**src/rtl/freq_gate_sequencer_if.sv**
```systemverilog
// Handshake/bus bundle between the frequency-meter controller, its consumer and the edge counter.
interface freq_gate_sequencer_if #(
  parameter int CNT_W  = 40,
  parameter int GATE_W = 32
);
  logic              start;
  logic              continuous;
  logic              abort;
  logic [GATE_W-1:0] gate_len;
  logic              gate_out;
  logic [CNT_W-1:0]  count_in;
  logic [CNT_W-1:0]  result;
  logic              result_valid;
  logic              result_ready;
  logic              stale;
  logic              overrun;
  logic              busy;

  modport master (
    output start, continuous, abort, gate_len, count_in, result_ready,
    input  gate_out, result, result_valid, stale, overrun, busy
  );

  modport slave (
    input  start, continuous, abort, gate_len, count_in, result_ready,
    output gate_out, result, result_valid, stale, overrun, busy
  );
endinterface

```
**src/rtl/freq_gate_sequencer.sv**
```systemverilog
// Gate sequencer for the asynchronous edge counter: clear, gate, settle, capture,
// and present each count as a valid/ready result with stale/overrun flags.
module freq_gate_sequencer #(
  parameter int CNT_W         = 40,
  parameter int GATE_W        = 32,
  parameter int CLEAR_CYCLES  = 4,
  parameter int SETTLE_CYCLES = 8
) (
  input logic                 clk,
  input logic                 reset,
  freq_gate_sequencer_if.slave bus
);
  typedef enum logic [2:0] {IDLE, ARM, GATE, SETTLE, CAPTURE} state_t;

  localparam logic [GATE_W-1:0] CLEAR_LOAD  = GATE_W'(CLEAR_CYCLES - 1);
  localparam logic [GATE_W-1:0] SETTLE_LOAD = GATE_W'(SETTLE_CYCLES - 1);

  state_t            state, state_next;
  logic [GATE_W-1:0] timer;
  logic [GATE_W-1:0] len_q;
  logic              cont_mode;
  logic [CNT_W-1:0]  result_q;
  logic [CNT_W-1:0]  prev_capture;
  logic              result_valid_q;
  logic              stale_q;
  logic              overrun_q;
  logic              timer_zero;
  logic              start_ok;
  logic              capture_ok;

  assign timer_zero = (timer == '0);
  assign start_ok   = (state == IDLE) && bus.start && !bus.abort;
  assign capture_ok = (state == CAPTURE) && !bus.abort;

  always_ff @(posedge clk) begin
    if (reset) state <= IDLE;
    else       state <= state_next;
  end

  always_comb begin
    state_next = state;
    case (state)
      IDLE:    if (bus.start) state_next = ARM;
      ARM:     if (timer_zero) state_next = GATE;
      GATE:    if (timer_zero) state_next = SETTLE;
      SETTLE:  if (timer_zero) state_next = CAPTURE;
      CAPTURE: state_next = cont_mode ? ARM : IDLE;
      default: state_next = IDLE;
    endcase
    if (bus.abort) state_next = IDLE;
  end

  always_comb begin
    bus.gate_out = (state == GATE);
    bus.busy     = (state != IDLE);
  end

  assign bus.result       = result_q;
  assign bus.result_valid = result_valid_q;
  assign bus.stale        = stale_q;
  assign bus.overrun      = overrun_q;

  // Timer is loaded on every state entry and otherwise counts down to zero and holds.
  always_ff @(posedge clk) begin
    if (reset) begin
      timer          <= '0;
      len_q          <= '0;
      cont_mode      <= 1'b0;
      result_q       <= '0;
      prev_capture   <= '0;
      result_valid_q <= 1'b0;
      stale_q        <= 1'b0;
      overrun_q      <= 1'b0;
    end else begin
      if (state_next != state) begin
        case (state_next)
          ARM:     timer <= CLEAR_LOAD;
          GATE:    timer <= len_q - 1'b1;
          SETTLE:  timer <= SETTLE_LOAD;
          default: timer <= timer;
        endcase
      end else if (!timer_zero) begin
        timer <= timer - 1'b1;
      end

      if (start_ok) begin
        len_q     <= (bus.gate_len == '0) ? GATE_W'(1) : bus.gate_len;
        cont_mode <= bus.continuous;
        overrun_q <= 1'b0;
      end

      // A capture coinciding with an accept takes precedence and is not an overrun.
      if (capture_ok) begin
        result_q       <= bus.count_in;
        stale_q        <= (bus.count_in == prev_capture);
        prev_capture   <= bus.count_in;
        result_valid_q <= 1'b1;
        if (result_valid_q && !bus.result_ready) overrun_q <= 1'b1;
      end else if (result_valid_q && bus.result_ready) begin
        result_valid_q <= 1'b0;
      end
    end
  end
endmodule

```
**src/flat_wrapper.sv**
```systemverilog
// flat-port wrapper written by rule: the top's interface ports become plain ports
module freq_gate_sequencer_flat 
#(
  parameter int CNT_W         = 40,
  parameter int GATE_W        = 32,
  parameter int CLEAR_CYCLES  = 4,
  parameter int SETTLE_CYCLES = 8
)
  (clk, reset, bus_start, bus_continuous, bus_abort, bus_gate_len, bus_count_in, bus_result_ready, bus_gate_out, bus_result, bus_result_valid, bus_stale, bus_overrun, bus_busy);
  freq_gate_sequencer_if #(.CNT_W(CNT_W), .GATE_W(GATE_W)) bus_i ();
  input logic clk;
  input logic reset;
  input wire logic [$bits(bus_i.start)-1:0] bus_start;
  input wire logic [$bits(bus_i.continuous)-1:0] bus_continuous;
  input wire logic [$bits(bus_i.abort)-1:0] bus_abort;
  input wire logic [$bits(bus_i.gate_len)-1:0] bus_gate_len;
  input wire logic [$bits(bus_i.count_in)-1:0] bus_count_in;
  input wire logic [$bits(bus_i.result_ready)-1:0] bus_result_ready;
  output wire logic [$bits(bus_i.gate_out)-1:0] bus_gate_out;
  output wire logic [$bits(bus_i.result)-1:0] bus_result;
  output wire logic [$bits(bus_i.result_valid)-1:0] bus_result_valid;
  output wire logic [$bits(bus_i.stale)-1:0] bus_stale;
  output wire logic [$bits(bus_i.overrun)-1:0] bus_overrun;
  output wire logic [$bits(bus_i.busy)-1:0] bus_busy;
  assign bus_i.start = bus_start;
  assign bus_i.continuous = bus_continuous;
  assign bus_i.abort = bus_abort;
  assign bus_i.gate_len = bus_gate_len;
  assign bus_i.count_in = bus_count_in;
  assign bus_i.result_ready = bus_result_ready;
  assign bus_gate_out = bus_i.gate_out;
  assign bus_result = bus_i.result;
  assign bus_result_valid = bus_i.result_valid;
  assign bus_stale = bus_i.stale;
  assign bus_overrun = bus_i.overrun;
  assign bus_busy = bus_i.busy;
  freq_gate_sequencer #(.CNT_W(CNT_W), .GATE_W(GATE_W), .CLEAR_CYCLES(CLEAR_CYCLES), .SETTLE_CYCLES(SETTLE_CYCLES)) u_core (.clk(clk), .reset(reset), .bus(bus_i));
endmodule
```
**config.mk**
```make
export PLATFORM = sky130hd
export DESIGN_NAME = freq_gate_sequencer_flat
export DESIGN_NICKNAME = d
export VERILOG_FILES = /design/src/rtl/freq_gate_sequencer_if.sv /design/src/rtl/freq_gate_sequencer.sv /design/src/flat_wrapper.sv
export SDC_FILE = /design/constraint.sdc
export NUM_CORES = 1
export LEC_CHECK = 0
export ABC_AREA = 1
export BUFFER_PORTS_ARGS = -buffer_cell sky130_fd_sc_hd__clkbuf_2
export CAP_MARGIN = 20
export CORE_UTILIZATION = 50
export CTS_BUF_LIST = sky130_fd_sc_hd__clkbuf_8
export CTS_CLUSTER_SIZE = 10
export DETAILED_ROUTE_END_ITERATION = 8
export GPL_TIMING_DRIVEN = 0
export HOLD_SLACK_MARGIN = 0.03
export PLACE_DENSITY = 0.73
export REMOVE_ABC_BUFFERS = 1
export SYNTH_ARGS = -nofsm -noshare
export SYNTH_HDL_FRONTEND = slang
export SYNTH_SLANG_ARGS = --single-unit
```
**constraint.sdc**
```tcl
create_clock -name clk -period 5.9 [get_ports clk]
set_input_delay 1.475 -clock clk [delete_from_list [all_inputs] [get_ports clk]]
set_output_delay 1.475 -clock clk [all_outputs]
set_load 0.01 [all_outputs]
```
Word level (Yosys, flattened, before mapping)
Index checks and enable logic that the tools add are counted.
- register bits: 111
- output and inout port bits: 45
- logic and storage cells: 50
- add/subtract/negate cells: 2
- equal/unequal tests: 11
- mux-type cells: 16
- reduce and logical (&&, ||, !) cells: 13
- operators by type and width (cell ; number):
    32-bit 2-to-1 mux ; 3
    32-bit one-hot mux with 3 select lines ; 1
    32-bit zero test ; 2
    32-bit by 1-bit subtractor with 32-bit output (second input constant) ; 2
    40-bit equality test ; 1
    3-bit 2-to-1 mux ; 5
    3-bit one-hot mux with 5 select lines ; 1
    3-bit by 2-bit equality test with 1-bit output (second input constant) ; 4
    3-bit by 1-bit equality test with 1-bit output (second input constant) ; 2
    1-bit 2-to-1 mux ; 6
    1-bit logical AND ; 5
    4-bit != test (second input constant) ; 1
    3-bit equality test (second input constant) ; 1
    3-bit zero test ; 1
    3-bit != test ; 1
    3-bit nonzero test ; 1
    1-bit zero test ; 2
    2-bit != test (second input constant) ; 1
    2-bit AND reduction ; 1
    2-bit nonzero test ; 1

Longest topological paths before layout
Gate-level depths: netlist (run 1).
- word-level depth: 7
- depth in mapped cells: 18

Least setup slack after synthesis (run 1)
Ideal clock, no wire load.
- path type: in2reg
- start point: input port bus_start
- end point: register u_core.timer[0]
- setup time: 0.113 ns
- arrival time: 2.472 ns
- setup slack: 3.315 ns
- cell stages on the path: 11
- buffers on the path: 1
- cells stage by stage: nand3_1 nand2_1 inv_1 nand3_2 nand3_2 nand3_4 nand2_2 nand2_4 buf_4 nor2_1 nor2_1
- longest elaborated chain between the ends: 6
- elaborated cells between the ends (all ways): 12
- those cells by class: 6 x eq/ne; 5 x mux; 1 x reduce/logical
- ends and longest elaborated chain (element ; line ; text):
    start: declaration ; flat_wrapper.sv:13 ; input wire logic [$bits(bus_i.start)-1:0] bus_start;
    3-bit 2-to-1 mux (*) ; freq_gate_sequencer.sv:43 ; IDLE: if (bus.start) state_next = ARM;
    3-bit one-hot mux with 5 select lines (*) ; freq_gate_sequencer.sv:42 ; case (state)
    3-bit 2-to-1 mux (*) ; freq_gate_sequencer.sv:50 ; if (bus.abort) state_next = IDLE;
    3-bit by 2-bit equality test with 1-bit output, or another cell as far along ; freq_gate_sequencer.sv:76 ; case (state_next)
    32-bit one-hot mux with 3 select lines, or another cell as far along ; freq_gate_sequencer.sv:76 ;
    32-bit 2-to-1 mux / 2-bit AND reduction (equally long branches) ; - ;
    end signal: assignment ; freq_gate_sequencer.sv:78 ; GATE: timer <= len_q - 1'b1;
    end signal: assignment ; freq_gate_sequencer.sv:80 ; default: timer <= timer;
    end signal: assignment ; freq_gate_sequencer.sv:83 ; timer <= timer - 1'b1;
    end: declaration ; freq_gate_sequencer.sv:19 ; logic [GATE_W-1:0] timer;
Every way passes the cells marked *; elsewhere a longest branch is shown, timed or not.
A chain may end at the register's enable or synchronous reset.

Worst setup path after layout (run 1)
- start point: input port bus_start
- end point: register u_core.timer[27]
The elaborated chain is that of the path after synthesis.

==> impl_metrics.py, run 1 <==
metrics = {
    "run_status": {
        "status": "complete, no violations",
    },
    "logic_synthesis": {
        "ys_ff_latch": 111,
        "syn_inst": 1051,
        "synth-compound-area-share_pct": 7.25,
        "synth-edff-count": 0,
        "synth_mux_area_share_pct": 0,
        "synth_top_family_by_area": "simple AND/OR/NAND/NOR gates",
        "ys.flop_type": "dfxtp_1",
        "synth_xor_xnor_area_share_pct": 11.9,
        "synth-simple-area-share_pct": 40.2,
        "ys_types": 32,
        "avgSynthCellArea_um2": 6.44,
        "netlist_area_um2": 6770,
        "synthArstFlopShare_pct": 0,
        "yosysSeqAreaShare_pct": 32.8,
        "yosys_warnings": 0,
        "synth_adder_area_share_pct": 0.370,
    },
    "sta": {
        "hold_ws_ps": 477,
        "fin_tns_setup_ps": 0,
        "fin_crit_ps": 3680,
        "fmax_ghz": 0.272,
        "hold_violations": 0,
        "finClkSkew_ps": 12.9,
        "setup_slack_ps": 2220,
        "maxSlewHeadroom_pct": 28.9,
        "min_period_over_period_pct": 62.3,
        "rsz0062_at_grt": "false",
        "finalMaxSlewViolations": 0,
        "worstMarginPinSlew_ps": 1070,
        "setup_viol": 0,
    },
    "min_path": {
        "min_from": "u_core.bus.result[16]",
        "min_to": "u_core.bus.result[16]",
        "hold_class": "flip-flop to flip-flop",
        "hold_depth": 2,
    },
    "floorplanning": {
        "die_w_um": 118,
        "die-area_um2": 14000,
        "core_um2": 13200,
        "ioPinCount": 123,
        "rows": 42,
        "die_h_um": 118,
        "initial_core_util_pct": 51.1,
    },
    "cts": {
        "tritoncts": "built",
        "cts_sinks": 111,
        "numCtsBuffers": 9,
        "cts_hold_buffers": 0,
        "max-clock-path-buffers": 2,
        "clockRootBuffer": "clkbuf_8",
        "post-cts-setup-buffer-count": 0,
        "clkTransAtPathRegs_ps": 110,
        "htreeDepth": 3,
        "clock_latency_ps": 390,
        "cts_resized": 0,
    },
    "drt": {
        "antenna_left": 0,
        "via_per_inst": 5.11,
        "drt_iter0_drc": 439,
        "first_pass_iters": 6,
        "dr_total_vias": 6748,
        "drt-total-wl_mm": 16.9,
        "wl_per_cell_um": 12.8,
        "drc": 0,
    },
    "place": {
        "portBuffers": 122,
        "gp_congestion": 0.925,
        "dp_hpwl_mm": 12.2,
        "place_inst": 1304,
        "dp_slack_ps": 1860,
    },
    "finish": {
        "final_nets": 1219,
        "diodes": 0,
        "layout.cells.non_filler": 1320,
        "mostFrequentLayoutCell": "nand2_1",
        "final_cell_mix": "259 x nand2_1, 233 x nor2_1, 122 x clkbuf_2, 111 x dfxtp_1, 70 x inv_1",
        "drive_gt1_share_pct": 14.8,
        "syn_to_final_growth_pct": 12.6,
        "n_fill_cell": 1348,
    },
    "power_and_ir_drop": {
        "ir_worst_vdd_v": 0.000181,
        "leakagePower_nw": 3.45,
        "p_per_area_nw_per_um2": 250,
    },
    "worst_setup_path": {
        "crit_type": "input pin to flip-flop",
        "worst-path-max-fanout": 62,
        "cp.required_ps": 6180,
        "critPathCaptureType": "flip-flop",
        "r2r-start": "u_core.timer[0]",
        "crit_arrival_ps": 3950,
        "r2r_cells": 15,
        "r2r-end": "u_core.timer[27]",
        "start_kind": "input pin",
        "rrSetupSlack_ps": 2240,
    },
    "job": {
        "drv_cap": 0,
    },
    "global_routing": {
        "grt_pass1_wl_mm": 29.2,
        "grt.total_usage_pct": 25.2,
        "grt_pass1_vias": 6334,
        "antenna_found_initial": 0,
        "grt_max_degree": 64,
        "overflow": 0,
    },
}
-- layout make-up --
type	count	area [um2]	area share, %
inverters	74	279	3.66
flip-flops and latches	111	2220	29.2
repair buffers	124	638	8.38
well taps	176	220	2.89
clock inverters	6	76.3	1.00
multi-input cells	819	4040	53.1
clock buffers	10	138	1.81
-- power breakdown --
group	internal (mW)	switching, mW
clock	0.214	0.280
sequential	0.800	0.0472
combinational	0.212	0.355
-- critical path, stage by stage --
cell	delay, ps
clkbuf_2	80
nand3_1	80
nand2_1	80
inv_1	50
nand3_2	100
nand3_2	590
nand3_4	620
nand2_2	110
nand2_4	470
nand2_1	110
nand2_1	90
nor2_1	50
-- cells by family after synthesis --
| family | after synthesis |
|---|---|
| xor gates and xnor gates | 92 |
| adders and majority gates | 2 |
| DFF | 111 |
| buffers and inverters | 121 |
| AOI/OAI and AO/OA | 92 |
| and+or+nand+nor | 633 |
-- cell usage after synthesis, types with 2 or more instances --
library cell	count	area share, %
a211oi_1	12	1.3
a21oi_1	44	3.3
buf_1	3	0.17
buf_2	6	0.44
buf_4	4	0.44
buf_6	4	0.67
clkbuf_1	30	1.7
dfxtp_1	111	33
ha_1	2	0.37
inv_1	70	3.9
inv_2	3	0.17
nand2_1	259	14
nand2_2	4	0.37
nand2_4	3	0.50
nand3_1	36	2.7
nand3_2	3	0.44
nand4_1	48	4.4
nor2_1	233	13
nor2_2	4	0.37
nor2_4	2	0.33
nor3_1	17	1.3
nor4_1	14	1.3
o21ai_0	32	2.4
o21ai_1	4	0.30
or2_2	6	0.55
xnor2_1	27	3.5
xor2_1	65	8.4
-- state kept, by name, indices dropped and copies added (netlist names) --
name / count
u_core.bus.result: 40
u_core.bus.overrun: 1
u_core.cont_mode: 1
u_core.state: 3
u_core.timer: 32
u_core.len_q: 32
u_core.bus.stale: 1
u_core.bus.result_valid: 1
-- layer usage --
metal,GRT usage (%),part of all wire [%]
met2,41.3,45
met5,0,0
met4,6.49,1.5
met3,7.38,6.5
met1,32.4,46
-- worst max-delay path by stage --
stage                     from  slack [ps]                  to
3_3_place_gp         bus_abort         880  u_core.bus.overrun
6_report             bus_start        2220    u_core.timer[27]
2_1_floorplan        bus_abort        2190  u_core.bus.overrun
5_1_grt        u_core.timer[0]        1860    u_core.timer[25]
4_1_cts              bus_start        2270     u_core.timer[1]
3_5_place_dp         bus_start        1860    u_core.timer[25]
-- through the flow --
step	area (um2)	utilization (%)	power [mW]
2_1_floorplan	6540	-	1.29
3_3_place_gp	7370	55.7	1.42
3_5_place_dp	7400	55.9	1.42
4_1_cts	7620	57.5	1.92
6_report	7620	57.5	1.91
5_1_grt	7620	57.5	2.04
Note: power is estimated with default switching activity, not from simulation.
==> inputs of run 2 (changes only) <==
Clock period 5.9 ns to 3.5 ns, I/O delays scaled along.
==> run 2 against run 1 <==
Largest power group unchanged. Non-clock buffer count is the same. Design area grew 0.23%. Clock power up 69%. Register-to-register slack lost 1900 ps. Die area did not move.
==> impl_metrics.py, run 2 (synthesis gave the netlist of run 1 again) <==
metrics = {
    "power_and_ir_drop": {
        "swShare_pct": 35.8,
        "p_per_area_nw_per_um2": 422,
        "leakagePower_nw": 3.47,
        "switching_power_mw": 1.15,
        "clock_power_share_pct": 25.9,
        "ir_worst_vdd_v": 0.000305,
        "p_comb_share_pct": 29.8,
        "power_mw": 3.22,
        "power_frac_seq_pct": 44.3,
        "p_int_mw": 2.07,
    },
    "floorplanning": {
        "die_w_um": 118,
        "die-area_um2": 14000,
        "ioPinCount": 123,
        "die_h_um": 118,
        "rows": 42,
        "core_um2": 13200,
        "initial_core_util_pct": 51.1,
    },
    "worst_setup_path": {
        "start_kind": "flip-flop",
        "critPathCaptureType": "flip-flop",
        "startpoint": "u_core.timer[0]",
        "r2r-start": "u_core.timer[0]",
        "crit_type": "flip-flop to flip-flop",
        "rrSetupSlack_ps": 370,
        "cp.required_ps": 3780,
        "crit_arrival_ps": 3420,
        "worst-path-max-fanout": 62,
    },
    "cts": {
        "tritoncts": "built",
        "clockRootBuffer": "clkbuf_8",
        "htreeDepth": 3,
        "max-clock-path-buffers": 2,
        "clkTransAtPathRegs_ps": 110,
        "numCtsBuffers": 9,
        "post-cts-setup-buffer-count": 0,
        "clock_latency_ps": 390,
        "cts_sinks": 111,
    },
    "finish": {
        "largest_reg_flops": 40,
        "syn_to_final_growth_pct": 12.8,
        "mostFrequentLayoutCell": "nand2_1",
        "final_nets": 1220,
        "drive_gt1_share_pct": 14.8,
        "utilization_pct": 57.7,
        "final_cell_mix": "259 x nand2_1, 233 x nor2_1, 122 x clkbuf_2, 111 x dfxtp_1, 70 x inv_1",
        "diodes": 0,
    },
    "global_routing": {
        "antenna_found_initial": 0,
        "grt_pass1_wl_mm": 29.2,
        "grt_pass1_vias": 6339,
        "grt.total_usage_pct": 25.2,
        "overflow": 0,
        "grt_max_degree": 64,
    },
    "drt": {
        "first_pass_iters": 7,
        "via_per_inst": 5.09,
        "drt_iter0_drc": 443,
        "drc": 0,
        "wl_per_cell_um": 12.9,
        "drt-total-wl_mm": 17.0,
        "antenna_left": 0,
        "dr_total_vias": 6729,
    },
    "min_path": {
        "hold_class": "flip-flop to flip-flop",
        "min_from": "u_core.bus.result[16]",
    },
    "place": {
        "dp_slack_ps": -82.9,
        "gp_congestion": 0.925,
        "dp_hpwl_mm": 12.2,
        "portBuffers": 122,
    },
    "sta": {
        "fmax_ghz": 0.319,
        "maxSlewHeadroom_pct": 29.7,
        "setup_viol": 0,
        "setup_slack_ps": 367,
        "finClkSkew_ps": 12.7,
        "fin_crit_ps": 3130,
        "rsz0062_at_grt": "false",
        "hold_violations": 0,
        "hold_ws_ps": 477,
        "finalMaxSlewViolations": 0,
        "min_period_over_period_pct": 89.5,
        "worstMarginPinSlew_ps": 1050,
    },
    "run_status": {
        "status": "complete, no violations",
    },
    "job": {
        "drv_cap": 0,
    },
}
==> run 2: power groups by stage <==
stage          Combinational (mW)  Sequential, mW  Clock (mW)
2_1_floorplan               0.732            1.43           0
3_3_place_gp                0.935            1.45           0
3_5_place_dp                0.943            1.45           0
4_1_cts                     0.951            1.43       0.858
5_1_grt                      1.10            1.44       0.908
6_report                    0.958            1.43       0.834
==> run 2: timing repair <==
action,CTS,global route
pin swaps,1,0
gates resized for setup,1,0
cloned,0,1
setup endpoints to repair,31,31
hold buffers,0,0
==> run 2: per-layer routing <==
layer  up-vias  track usage [%]  part of all wire, %
met1      2996             32.4                   46
met5         -                0                    0
met3        19             7.38                  6.5
li1       3535                -                    -
met2       179             41.3                   46
met4         0             6.49                  1.5
==> run 2: cell type report <==
class	count	area [um2]
Inverter	74	279
Clock inverter	6	76.3
Timing Repair Buffer	124	638
Sequential cell	111	2220
Multi-Input combinational cell	820	4060
Tap cell	176	220
Clock buffer	10	138
Fill cell	1348	5610
==> run 2: worst paths after layout <==
| path | to | cells after the start |
|---|---|---|
| hold / removal | u_core.bus.result[16] | 2 |
| setup / recovery | u_core.timer[27] | 15 |
| setup reg to reg | u_core.timer[27] | 15 |
| hold reg to reg | u_core.bus.result[16] | 2 |
==> run 2: through the flow <==
stage | area [um2] | setup TNS, ps | instances
floorplan | 6540 | 0 | 1004
global placement | 7370 | -62100 | 1302
detailed placement | 7400 | -2160 | 1304
CTS | 7620 | 0 | 1320
global route | 7630 | 0 | 1321
finish | 7630 | 0 | 1321
==> run 2: worst max-delay path, stage by stage (launching register included) <==
cell and delay, ps:
dfxtp_1 330, inv_1 120, ha_1 240, nand2_2 100
nor2_4 230, nand2_2 120, nor2_4 130, nand2_1 70
nand3_2 130, nand3_4 370, nand3_4 340, nand2_2 100
nand2_4 450, nand2_1 110, nand2_1 90, nor2_1 50
